**src/rtl/alu_acumulador.sv**
```systemverilog
// alu_acumulador: command sequencer and accumulator that sits in front of
// the combinational 4-bit ALU.
// It accepts commands over a valid/ready handshake and drives the ALU
// operands from its own registers. It then writes the ALU result and flags
// back into the accumulator.
// An operation command is applied CMD_REP+1 times in consecutive cycles,
// which allows repeated add to be used for small multiplies.
//
// state | meaning
// ------+--------------------------------------------------------------
// IDLE  | ready for a command; ACC/FLAGS hold
// EXEC  | one ALU step per cycle; ACC/FLAGS take the ALU result/flags
// DONE  | single-cycle RES_VALID pulse, then back to IDLE
module alu_acumulador #(
  parameter int WIDTH = 4,
  parameter int REP_W = 2
) (
  input  logic             CLK,
  input  logic             RST_N,
  input  logic             CMD_VALID,
  output logic             CMD_READY,
  input  logic             CMD_LOAD,
  input  logic [2:0]       CMD_SEL,
  input  logic [WIDTH-1:0] CMD_DATO,
  input  logic [REP_W-1:0] CMD_REP,
  output logic [WIDTH-1:0] ALU_A,
  output logic [WIDTH-1:0] ALU_B,
  output logic [2:0]       ALU_SEL,
  input  logic [WIDTH-1:0] ALU_RES,
  input  logic             ALU_CARRY,
  input  logic             ALU_OVF,
  input  logic             ALU_ZERO,
  input  logic             ALU_SIGNO,
  output logic [WIDTH-1:0] ACC,
  output logic [3:0]       FLAGS,
  output logic             OVF_STICKY,
  input  logic             CLR_STICKY,
  output logic             RES_VALID,
  output logic             BUSY
);

  typedef enum logic [1:0] {
    IDLE = 2'd0,
    EXEC = 2'd1,
    DONE = 2'd2
  } state_t;

  state_t             state_q, state_d;
  logic [WIDTH-1:0]   acc_q, acc_d;
  logic [3:0]         flags_q, flags_d;
  logic               sticky_q, sticky_d;
  logic [WIDTH-1:0]   opb_q, opb_d;
  logic [2:0]         sel_q, sel_d;
  logic [REP_W-1:0]   cnt_q, cnt_d;

  logic               accept;

  assign accept = CMD_VALID && (state_q == IDLE);

  // Next-state and datapath update; every register holds unless a rule below fires.
  always_comb begin
    state_d  = state_q;
    acc_d    = acc_q;
    flags_d  = flags_q;
    sticky_d = sticky_q;
    opb_d    = opb_q;
    sel_d    = sel_q;
    cnt_d    = cnt_q;

    // A clear can act in any state. A later overflow in EXEC overrides it.
    if (CLR_STICKY) begin
      sticky_d = 1'b0;
    end

    case (state_q)
      IDLE: begin
        if (accept) begin
          if (CMD_LOAD) begin
            acc_d   = CMD_DATO;
            flags_d = {1'b0, 1'b0, (CMD_DATO == '0), CMD_DATO[WIDTH-1]};
            state_d = DONE;
          end else begin
            opb_d   = CMD_DATO;
            sel_d   = CMD_SEL;
            cnt_d   = CMD_REP;
            state_d = EXEC;
          end
        end
      end

      EXEC: begin
        acc_d   = ALU_RES;
        flags_d = {ALU_CARRY, ALU_OVF, ALU_ZERO, ALU_SIGNO};
        if (ALU_OVF) begin
          sticky_d = 1'b1;
        end
        if (cnt_q == '0) begin
          state_d = DONE;
        end else begin
          cnt_d = cnt_q - REP_W'(1);
        end
      end

      DONE: begin
        state_d = IDLE;
      end

      default: begin
        state_d = IDLE;
      end
    endcase
  end

  // State and datapath registers; an async reset aborts any command in flight.
  always_ff @(posedge CLK or negedge RST_N) begin
    if (!RST_N) begin
      state_q  <= IDLE;
      acc_q    <= '0;
      flags_q  <= '0;
      sticky_q <= 1'b0;
      opb_q    <= '0;
      sel_q    <= '0;
      cnt_q    <= '0;
    end else begin
      state_q  <= state_d;
      acc_q    <= acc_d;
      flags_q  <= flags_d;
      sticky_q <= sticky_d;
      opb_q    <= opb_d;
      sel_q    <= sel_d;
      cnt_q    <= cnt_d;
    end
  end

  assign CMD_READY  = (state_q == IDLE);
  assign RES_VALID  = (state_q == DONE);
  assign BUSY       = (state_q != IDLE);
  assign ALU_A      = acc_q;
  assign ALU_B      = opb_q;
  assign ALU_SEL    = sel_q;
  assign ACC        = acc_q;
  assign FLAGS      = flags_q;
  assign OVF_STICKY = sticky_q;

endmodule

```
**config.mk**
```make
export PLATFORM = sky130hd
export DESIGN_NAME = alu_acumulador
export DESIGN_NICKNAME = d
export VERILOG_FILES = /design/src/rtl/alu_acumulador.sv
export SDC_FILE = /design/constraint.sdc
export NUM_CORES = 1
export LEC_CHECK = 0
export CAP_MARGIN = 40
export CORE_UTILIZATION = 43
export CTS_CLUSTER_DIAMETER = 100
export DETAILED_ROUTE_END_ITERATION = 10
export GPL_TIMING_DRIVEN = 1
export HOLD_SLACK_MARGIN = 0.1
export PLACE_DENSITY_LB_ADDON = 0.2
export SYNTH_ARGS = -nofsm -noshare
export SYNTH_HDL_FRONTEND = slang
export SYNTH_SLANG_ARGS = --single-unit
```
**constraint.sdc**
```tcl
create_clock -name CLK -period 3.2 [get_ports CLK]
set_clock_uncertainty 0.05 [all_clocks]
set_input_delay 0.96 -clock CLK [delete_from_list [all_inputs] [get_ports CLK]]
set_output_delay 0.96 -clock CLK [all_outputs]
set_load 0.05 [all_outputs]
```
==> impl_metrics.yaml <==
detailed_routing:
  first_iter_violations: 13
  firstDrtPassIters: 4
  wl_per_cell_um: 14.3
  vias: 746
  drc: 0
  drtAntennaViolNets: 0
  wl_mm: 2.15
  viasPerCell: 4.97
clock_tree:
  cts-hold-fix-buffers: 0
  cts.repair.resized: 0
  cts_buffers: 3
  clock_sinks: 20
  postCtsSetupBuffers: 0
  cts.htree.levels: 1
  clk_pin_slew_ns: 0.11
  cts_tree: "yes"
  clock_path_buffers: 2
  clk_latency_ns: 0.30
  root_buffer: "clkbuf_4"
final_layout:
  area_delta_synth_final_pct: 44.3
  regArea_um2: 500
  fillers: 160
  layout_commonest_cell: "clkdlybuf4s50_1"
  drive_gt1_frac: 0.171
  layout_common_cells: "clkdlybuf4s50_1, dfrtp_1, mux2_2, nand2_1"
  nNetsFinal: 148
  num_antenna_cells: 0
  multi_input_area_um2: 395
logic_synthesis:
  synth_seq_cells: 20
  synth_nets: 106
  syn-cell-area_um2: 983
  postSynthAreaPerCell_um2: 11.8
  ys_types: 27
  ys.warnings.count: 0
  netlist_instances: 83
  ys_seq_area_frac: 0.509
global_route:
  grt_pass1_wl_mm: 3.57
  grt_start_max_net_pins: 21
  grt_use_met1: 0.240
  globalRoute.totalOverflow: 0
  antenna_found_initial: 0
  grt_pass1_vias: 776
  grt_busiest_layer: "met2"
  grt_util_met3: 0.0278
  grt_usage: 0.192
  grtUsageMet2: 0.336
job:
  cap_violations: 0
die:
  dieArea_um2: 2480
  die_y_um: 49.8
  start_util: 0.477
  fp.dieW_um: 49.8
  io_pins: 45
  core_um2: 2060
  row_count: 16
setup_path:
  start_kind: "flop"
  worstPathMaxFanout: 10
  end_kind: "output port"
  arrival_ns: 1.92
  crit_type: "flop to output port"
  worstPathRequired_ns: 2.19
timing:
  tightest_slew_ns: 0.504
  period_share: 0.914
  maxSlewViolCount: 0
  max-slew-margin-rel: 0.663
  finalCriticalPeriod_ns: 2.93
  fmax_mhz: 342
  hold_violations: 0
  finalSetupViolations: 0
  rsz0062_at_grt: "false"
  setup_tns_ns: 0
min_path:
  hold_path_class: "flop to flop"
place:
  gp_congestion: 0.837
  port-buffer-count: 44
  dp.final_hpwl_mm: 1.65
outcome:
  status: "finished, final reports clean"
==> registers in the layout, indices dropped and copies added (netlist names) <==
register / count
state_q: 2
OVF_STICKY: 1
ALU_SEL: 3
FLAGS: 4
ALU_B: 4
cnt_q: 2
ACC: 4
==> metrics by stage <==
stage           util  hold slack [ns]  cells  area (µm²)  setup slack [ns]
2_1_floorplan      -            0.439     83         983             0.529
3_3_place_gp   0.677            0.437    147        1400             0.636
3_5_place_dp   0.677            0.439    147        1400             0.583
4_1_cts        0.688            0.468    150        1420             0.278
5_1_grt        0.688            0.492    150        1420             0.214
6_report       0.688            0.469    150        1420             0.274
==> logic make-up after synthesis <==
kind of cell    share of synthesized area
compound gates                     0.0662
fa+ha+maj                          0.0127
buf+inv                            0.0891
flops                               0.509
mux                                 0.190
simple gates                        0.134
==> layout make-up <==
cell class / count / share of cell area
Clock buffer: 3 / 0.0159
Inverter: 5 / 0.0132
Multi-Input combinational cell: 50 / 0.279
Sequential cell: 20 / 0.353
Tap cell: 27 / 0.0238
Timing Repair Buffer: 45 / 0.316
==> worst max-delay path, cell delays in order (launching register included) <==
cell	delay (ns)
dfrtp_1	0.53
nor2_1	0.25
clkdlybuf4s50_1	0.84
==> synthesized netlist by cell type, drive strengths merged <==
master | count | area [µm²]
and2b | 1 | 8.76
ha | 1 | 12.5
nand3 | 2 | 10.0
and4b | 1 | 10.0
nand2b | 1 | 13.8
o22ai | 1 | 6.26
and2 | 1 | 6.26
inv | 5 | 18.8
o21ai | 4 | 20.0
nor3b | 2 | 15.0
nor2b | 2 | 20.0
nor2 | 2 | 7.51
a31oi | 1 | 6.26
mux2 | 15 | 176
dfrtp | 20 | 500
o21a | 1 | 7.51
a21oi | 5 | 25.0
mux2i | 1 | 10.0
buf | 8 | 68.8
nand2 | 7 | 26.3
nand3b | 1 | 7.51
nor4 | 1 | 6.26
==> final timing paths <==
kind,end,slack [ns],cells after the start,start
worst max-delay path,CMD_READY,0.27,2,state_q[1]
worst min-delay path,FLAGS[3],0.47,2,FLAGS[3]
worst max register to register,ACC[0],1.44,3,state_q[0]
worst min register to register,FLAGS[3],0.47,2,FLAGS[3]
max in group asynchronous,ALU_B[2],1.95,2,RST_N
min in group asynchronous,state_q[1],0.93,2,RST_N
==> metal layers <==
layer  routed length [µm]  vias up
li1                     -      359
met1                  894      363
met2                 1170       24
met3                   90        0
met4                    0        0
met5                    0        -
Power is left out: the tool's default activity adds up to more than one toggle a clock period on the data nets, which glitch-free logic cannot reach.
